<file path="src/rtl/operand_stage.sv">
// operand_stage
//   ID/EX operand stage for the RV32I core. Selects ALU operands A/B by opcode,
//   resolves rs1/rs2 forwarding from NUM_FWD later stages (index 0 youngest,
//   highest priority), stalls on load-use hazards and registers the result in
//   a valid/ready pipeline register with flush.
//
// Ports
//   clk, rst                      clock, synchronous active-high reset
//   in_valid / in_ready           decode handshake
//   in_pc, in_opcode, in_imm      instruction fields from decode
//   in_rs1_addr/data, in_rs2_*    source indices and register-file data
//   fwd_valid, fwd_is_load        per-source write in flight / load pending
//   fwd_rd, fwd_data              packed per-source destination and result
//   flush                         kill registered and incoming instruction
//   out_valid / out_ready         execute handshake
//   out_operand_a/b, out_store_data, out_pc, out_opcode   registered outputs
//   stall_cycles                  saturating hazard-stall cycle count
module operand_stage #(
  parameter int XLEN        = 32,
  parameter int NUM_FWD     = 2,
  parameter int STALL_CNT_W = 16
) (
  input  logic                     clk,
  input  logic                     rst,
  input  logic                     in_valid,
  output logic                     in_ready,
  input  logic [XLEN-1:0]          in_pc,
  input  logic [6:0]               in_opcode,
  input  logic [4:0]               in_rs1_addr,
  input  logic [4:0]               in_rs2_addr,
  input  logic [XLEN-1:0]          in_rs1_data,
  input  logic [XLEN-1:0]          in_rs2_data,
  input  logic [XLEN-1:0]          in_imm,
  input  logic [NUM_FWD-1:0]       fwd_valid,
  input  logic [NUM_FWD-1:0]       fwd_is_load,
  input  logic [5*NUM_FWD-1:0]     fwd_rd,
  input  logic [XLEN*NUM_FWD-1:0]  fwd_data,
  input  logic                     flush,
  output logic                     out_valid,
  input  logic                     out_ready,
  output logic [XLEN-1:0]          out_operand_a,
  output logic [XLEN-1:0]          out_operand_b,
  output logic [XLEN-1:0]          out_store_data,
  output logic [XLEN-1:0]          out_pc,
  output logic [6:0]               out_opcode,
  output logic [STALL_CNT_W-1:0]   stall_cycles
);

  localparam logic [6:0] OPCODE_OP     = 7'b0110011;
  localparam logic [6:0] OPCODE_BRANCH = 7'b1100011;
  localparam logic [6:0] OPCODE_STORE  = 7'b0100011;
  localparam logic [6:0] OPCODE_JAL    = 7'b1101111;
  localparam logic [6:0] OPCODE_LUI    = 7'b0110111;
  localparam logic [6:0] OPCODE_AUIPC  = 7'b0010111;

  logic [XLEN-1:0] rs1_fwd, rs2_fwd;
  logic            rs1_load, rs2_load;
  logic            use_rs1, use_rs2;
  logic            hazard;
  logic [XLEN-1:0] operand_a, operand_b;

  // Walk from the oldest source to the youngest so the lowest matching index
  // is the last writer and therefore wins. x0 never matches.
  always_comb begin
    rs1_fwd  = in_rs1_data;
    rs2_fwd  = in_rs2_data;
    rs1_load = 1'b0;
    rs2_load = 1'b0;
    for (int i = NUM_FWD - 1; i >= 0; i--) begin
      if (in_rs1_addr != 5'd0 && fwd_valid[i] && fwd_rd[i*5 +: 5] == in_rs1_addr) begin
        rs1_fwd  = fwd_data[i*XLEN +: XLEN];
        rs1_load = fwd_is_load[i];
      end
      if (in_rs2_addr != 5'd0 && fwd_valid[i] && fwd_rd[i*5 +: 5] == in_rs2_addr) begin
        rs2_fwd  = fwd_data[i*XLEN +: XLEN];
        rs2_load = fwd_is_load[i];
      end
    end
    if (in_rs1_addr == 5'd0) rs1_fwd = '0;
    if (in_rs2_addr == 5'd0) rs2_fwd = '0;
  end

  always_comb begin
    use_rs1 = !(in_opcode == OPCODE_JAL || in_opcode == OPCODE_LUI ||
                in_opcode == OPCODE_AUIPC);
    use_rs2 = (in_opcode == OPCODE_OP || in_opcode == OPCODE_BRANCH ||
               in_opcode == OPCODE_STORE);
    hazard  = in_valid && ((use_rs1 && rs1_load) || (use_rs2 && rs2_load));
  end

  always_comb begin
    operand_a = rs1_fwd;
    if (in_opcode == OPCODE_JAL || in_opcode == OPCODE_AUIPC) operand_a = in_pc;
    else if (in_opcode == OPCODE_LUI)                         operand_a = '0;
    operand_b = in_imm;
    if (in_opcode == OPCODE_OP || in_opcode == OPCODE_BRANCH) operand_b = rs2_fwd;
  end

  // Flush forces ready so decode can drop its instruction in the same cycle.
  assign in_ready = flush || (!hazard && (!out_valid || out_ready));

  always_ff @(posedge clk) begin
    if (rst) begin
      out_valid      <= 1'b0;
      out_operand_a  <= '0;
      out_operand_b  <= '0;
      out_store_data <= '0;
      out_pc         <= '0;
      out_opcode     <= '0;
    end else if (flush) begin
      out_valid <= 1'b0;
    end else if (in_valid && in_ready) begin
      out_valid      <= 1'b1;
      out_operand_a  <= operand_a;
      out_operand_b  <= operand_b;
      out_store_data <= rs2_fwd;
      out_pc         <= in_pc;
      out_opcode     <= in_opcode;
    end else if (out_ready) begin
      out_valid <= 1'b0;
    end
  end

  always_ff @(posedge clk) begin
    if (rst) begin
      stall_cycles <= '0;
    end else if (hazard && !flush && stall_cycles != {STALL_CNT_W{1'b1}}) begin
      stall_cycles <= stall_cycles + 1'b1;
    end
  end

endmodule

</file>
<file path="config.mk">
export PLATFORM = sky130hd
export DESIGN_NAME = operand_stage
export DESIGN_NICKNAME = d
export VERILOG_FILES = /design/src/rtl/operand_stage.sv
export SDC_FILE = /design/constraint.sdc
export NUM_CORES = 1
export LEC_CHECK = 0
export BUFFER_PORTS_ARGS = -buffer_cell sky130_fd_sc_hd__buf_2
export CAP_MARGIN = 20
export CORE_ASPECT_RATIO = 1.5
export CORE_MARGIN = 10
export CORE_UTILIZATION = 42
export DETAILED_ROUTE_END_ITERATION = 16
export PLACE_DENSITY = 0.76
export SLEW_MARGIN = 10
export SYNTH_ARGS = -nofsm -noshare
export SYNTH_HDL_FRONTEND = slang
export SYNTH_SLANG_ARGS = --single-unit
</file>
<file path="constraint.sdc">
create_clock -name clk -period 2.4 [get_ports clk]
set_input_delay 0.24 -clock clk [delete_from_list [all_inputs] [get_ports clk]]
set_output_delay 0.24 -clock clk [all_outputs]
set_load 0.05 [all_outputs]
</file>
# Yosys cells after proc, flatten, opt, wreduce, memory -nomap -nowiden
# Index checks and enable logic that the tools add are counted.
[word_totals] in_bits=228 wordCells=69 out_inout_bits=153 reg_bits=152
[op_classes] reduce_logical=34 eq_ne=11 addsub=1 bitwise=1 mux=15
[ops] op="$mux W32" count=9
[ops] op="$eq A7 B6 Y1 const B" count=3
[ops] op="$eq A5 B5 Y1" count=4
[ops] op="$add A16 B1 Y16 const B" count=1
[ops] op="$ne A16 B16 Y1 const B" count=1
[ops] op="$logic_and A1 B1 Y1" count=15
[ops] op="$eq A7 B7 Y1 const B" count=2
[ops] op="$logic_not A5 Y1" count=2
[ops] op="$reduce_bool A5 Y1" count=2
[ops] op="$logic_or A1 B1 Y1" count=8
[ops] op="$eq A7 B5 Y1 const B" count=1
[ops] op="$mux W1" count=6
[ops] op="$logic_not A1 Y1" count=4
[ops] op="$reduce_and A2 Y1" count=1
[ops] op="$reduce_bool A2 Y1" count=1
[ops] op="$reduce_or A2 Y1" count=1
[ops] op="$not A1 Y1" count=1

# Logic depth before layout (Yosys ltp)
[logic_depth] ltp_word=13 ltp_mapped=10 ltp_nobuf=8

# Worst setup path after synthesis
# No wires, ideal clock.
[synth_path] path_type="in2out" from="input in_rs2_addr[0]" to="output in_ready" t_required_ns=2.160 stages=7 path_slack_ns=0.006 arrival_time_ns=2.154 n_path_buf=0 path_cell_list="or4_4 > o211a_1 > a2111oi_4 > o211a_4 > or2_1 > nand2_1 > a21o_1"
[synth_between] elab_chain_cells=11 word_cells_on_any_way=15 classes_between="eq/ne (2); mux (2); reduce/logical (11)"
[synth_lines] item="start, declared" line="30" source="input logic [4:0] in_rs2_addr,"
[synth_lines] item="$reduce_bool A5 Y1" line="74" source="if (in_rs2_addr != 5'd0 && fwd_valid[i] && fwd_rd[i*5 +: 5] == in_rs2_addr) begin"
[synth_lines] item="$logic_and A1 B1 Y1 (2 in a row)" line="74"
[synth_lines] item="$mux W1" line="74"
[synth_lines] item="$mux W1 *" line="74"
[synth_lines] item="$logic_and A1 B1 Y1 *" line="88" source="hazard = in_valid && ((use_rs1 && rs1_load) || (use_rs2 && rs2_load));"
[synth_lines] item="$logic_or A1 B1 Y1 *" line="88"
[synth_lines] item="$logic_and A1 B1 Y1 *" line="88"
[synth_lines] item="$logic_not A1 Y1 *" line="100" source="assign in_ready = flush || (!hazard && (!out_valid || out_ready));"
[synth_lines] item="$logic_and A1 B1 Y1 *" line="100"
[synth_lines] item="$logic_or A1 B1 Y1 *" line="100"
[synth_lines] item="end, declared" line="26" source="output logic in_ready,"
# Mark *: on every way between the ends. The rest lies on a longest branch, timed or not.

# Worst setup path after layout
[layout_path] from="input in_rs2_addr[3]" to="output in_ready"
# Same word-level chain as after synthesis.

==> flow_summary_export.csv <==
group,metric,value,unit
sta,setup_viol,1,
worst_setup_path,crit_required,2.16,ns
clock_network,clk_pin_slew_worst_paths,0.06,ns
floorplanning,start_util,42.40,%
logic_synthesis,yosysWarnings,0,
layout,fin_nets,1546,
placement,routabilityCongestion,0.9511,
sta,finalMaxSlewViolations,0,
logic_synthesis,synth_top_area_cell,"dfxtp_1",
floorplanning,die_h,189.6,microns
logic_synthesis,ys_seq_area_share,37.76,%
placement,place_hpwl,26020,microns
clock_network,clock_sinks,152,
global_routing,antenna_found_initial,4,
worst_setup_path,start_kind,"input pin",
floorplanning,core_area,19010,sq um
route,wl_per_cell,23.24,microns
hold_path,min_path_cells,3,
sta,fin_skew,0.007108,ns
logic_synthesis,synth_fa_ha_area_share,0.1553,%
clock_network,cts_buffer_depth,2,
logic_synthesis,synth_compound_area_share,28.93,%
status,violations,"setup timing",
sta,timing.final.ws_setup,-0.04525,ns
placement,dp_slack,-0.3045,ns
route,drt-pass1-iter-count,7,
clock_network,htreeDepth,4,
route,dr_total_vias,9613,
global_routing,grt_overflow,0,
sta,post-route-period-util,101.9,%
logic_synthesis,synth.most_common_cell,"nor2_1",
logic_synthesis,ys_ff_latch,152,
global_routing,grt_pass1_vias,9702,
clock_network,cts_hold_buf,0,
worst_setup_path,worst_setup_path_end_kind,"primary output",
route,routed_wl,36910,microns
logic_synthesis,async_flop_share,0,%
logic_synthesis,yosysTopAreaCellShare,37.76,%
logic_synthesis,synthTopCellsByArea,"dfxtp_1 38%, nor2_1 7.2%, mux2i_1 5.0%",
global_routing,grt_pass1_wl,55140,microns
job,drv_cap,0,
worst_setup_path,crit_chain,"buf_6 -> or4_4 -> o211a_1 -> a2111oi_4 -> o211a_4 -> or2_1 -> nand2_1 -> a21o_1 -> buf_6",
layout,fin_area,11290,sq um
hold_path,min_from,"in_pc[5]",
sta,worst_pin_slew,1.082,ns
sta,hold_viol,0,
worst_setup_path,cp_slowest_cell,"or4_4",
logic_synthesis,synth_xor_area_share,2.826,%
status,outcome,"finished, violations left",
hold_path,worstHoldEndpoint,"out_pc[5]",
floorplanning,rows,62,
logic_synthesis,avgSynthCellArea,8.464,sq um
worst_setup_path,r2r_start,"stall_cycles[7]",
logic_synthesis,synth.top_cells.by_count,"155 x nor2_1, 152 x dfxtp_1, 71 x clkbuf_1",
clock_network,cts_tree,"done",
worst_setup_path,r2r_setup_slack,0.21,ns
route,viasPerCell,6.054,
logic_synthesis,synth_cells,952,
sta,min_period,2.445,ns
route,drc_errors,0,
logic_synthesis,synth_edf_count,0,
floorplanning,dieArea,25240,sq um
logic_synthesis,synth_ff_type,"dfxtp_1",
power,ir_worst_vdd,0.4994,mV
worst_setup_path,ff2ff_path_depth,8,
hold_path,hold_path.class,"in -> reg",
worst_setup_path,critical-path-max-stage-delay,0.53,ns
floorplanning,ios,381,
worst_setup_path,crit_path_frequent_cell,"buf_6",
logic_synthesis,synthSimpleGateAreaFrac,19.92,%
sta,max_freq,409.0,MHz
logic_synthesis,syn_area,8058,sq um
logic_synthesis,ys_types,49,
logic_synthesis,synthMuxAreaShare,5.109,%
logic_synthesis,synth_top_family_by_area,"compound AO/OA/AOI/OAI gates",
worst_setup_path,critPathMaxFanout,2,
route,detail-route-antenna-nets,0,
layout,drive_gt1_share,37.80,%
placement,placed_cell_area,10520,sq um
worst_setup_path,critical_path_class,"in -> out",
logic_synthesis,synth_nets,1181,
power,power,0.007306,W
layout,syn2layout_area_growth,40.06,%
floorplanning,chipWidth,133.1,microns
sta,slew_headroom,27.72,%
clock_network,cts_buffers,17,
power,power-per-cell-area,647.4,nW/um^2
global_routing,grt_max_degree,154,
layout,utilization,59.38,%
clock_network,root_buffer,"clkbuf_16",
sta,final.setup.tns,-0.04525,ns
power,p_leak,4.955,nW
placement,io_buffers,380,
sta,rsz0062_at_grt,"true",
clock_network,clk_latency,0.43,ns
global_routing,grt_usage,27.36,%
worst_setup_path,critical_path_arrival,2.21,ns
route,drt_iter0_drc,888,
worst_setup_path,r2r_end,"stall_cycles[1]",
logic make-up after synthesis:
kind of cell	count (synthesis)
flip-flops	152
buffers and inverters	97
AND/OR/NAND/NOR	342
adder cells (fa/ha/maj)	1
multiplexers	41
XOR/XNOR	26
AO/OA/AOI/OAI	293
per-stage QoR:
step | hold slack, ns | cells
after floorplan | 0.3872 | 952
after global placement | 0.4500 | 1547
after detailed placement | 0.4526 | 1547
after CTS | 0.04886 | 1580
after global routing | 0.06339 | 1586
final | 0.06584 | 1588
placed cells by master, fill, tap and decap left out, types with 3 or more instances in the layout:
cell	n
and2_1	34
buf_12	17
nor3_1	36
o2111ai_1	32
nand2_1	45
xnor2_1	17
bufinv_16	4
a221o_1	32
nor2_1	150
buf_2	377
nand4_1	5
or3_1	7
dfxtp_1	152
clkinv_2	5
o21ai_1	36
mux2i_1	40
a221oi_1	32
inv_1	5
nor2b_1	3
nor2_4	5
nand2b_1	33
a211oi_2	17
buf_6	7
clkbuf_16	20
a211oi_1	16
nand3_1	6
buf_4	34
xor2_1	9
a311oi_1	31
o21a_1	3
a21oi_1	42
diode_2	4
o211ai_1	37
state kept, by name, indices dropped and copies added (netlist names):
register        cells
out_opcode          7
out_pc             32
out_operand_b      32
out_store_data     32
out_operand_a      32
out_valid           1
stall_cycles       16
report_power, final:
group	switching, W	total, W	internal, W
Sequential	0.0000828	0.00275	0.00267
Combinational	0.00116	0.00174	0.000584
Clock	0.00107	0.00282	0.00175
layer usage:
metal	vias up	global-route usage, %	wire, microns
met5	-	0	0
met4	0	14.11	2052
met3	144	7.841	3627
met2	709	45.93	17520
met1	4475	30.98	13710
li1	4285	-	-
timing repair:
item | in CTS | in global routing
setup endpoints to repair | 1 | 55
buffers inserted | 3 | 1
resized for setup | 3 | 8
pin swaps | 7 | 2
cloned | 0 | 3
final cells by class:
class	instances	area, sq um
Fill cell	1688	7720
Multi-Input combinational cell	703	4658
Sequential cell	152	3043
Timing Repair Buffer	438	2636
Clock buffer	20	446.7
Tap cell	256	320.3
Clock inverter	10	152.6
Inverter	5	18.77
Antenna cell	4	10.01
worst max path at each step:
stage,cells past startpoint,slack [ns],from,end
final,9,-0.05,in_rs2_addr[3],in_ready
after global routing,10,-0.08,in_rs2_addr[3],in_ready
after CTS,9,-0.001,in_rs2_addr[3],in_ready
after detailed placement,10,-0.30,in_rs2_addr[0],out_operand_b[13]
after global placement,10,-0.21,in_rs2_addr[0],out_operand_b[13]
after floorplan,7,0.006,in_rs2_addr[0],in_ready
critical path: cells and delay by family:
kind	cells	cell delay, ns
AO/OA/AOI/OAI	4	1.01
AND/OR/NAND/NOR	3	0.71
buffers and inverters	2	0.25
Note: power is estimated with default switching activity, not from simulation.
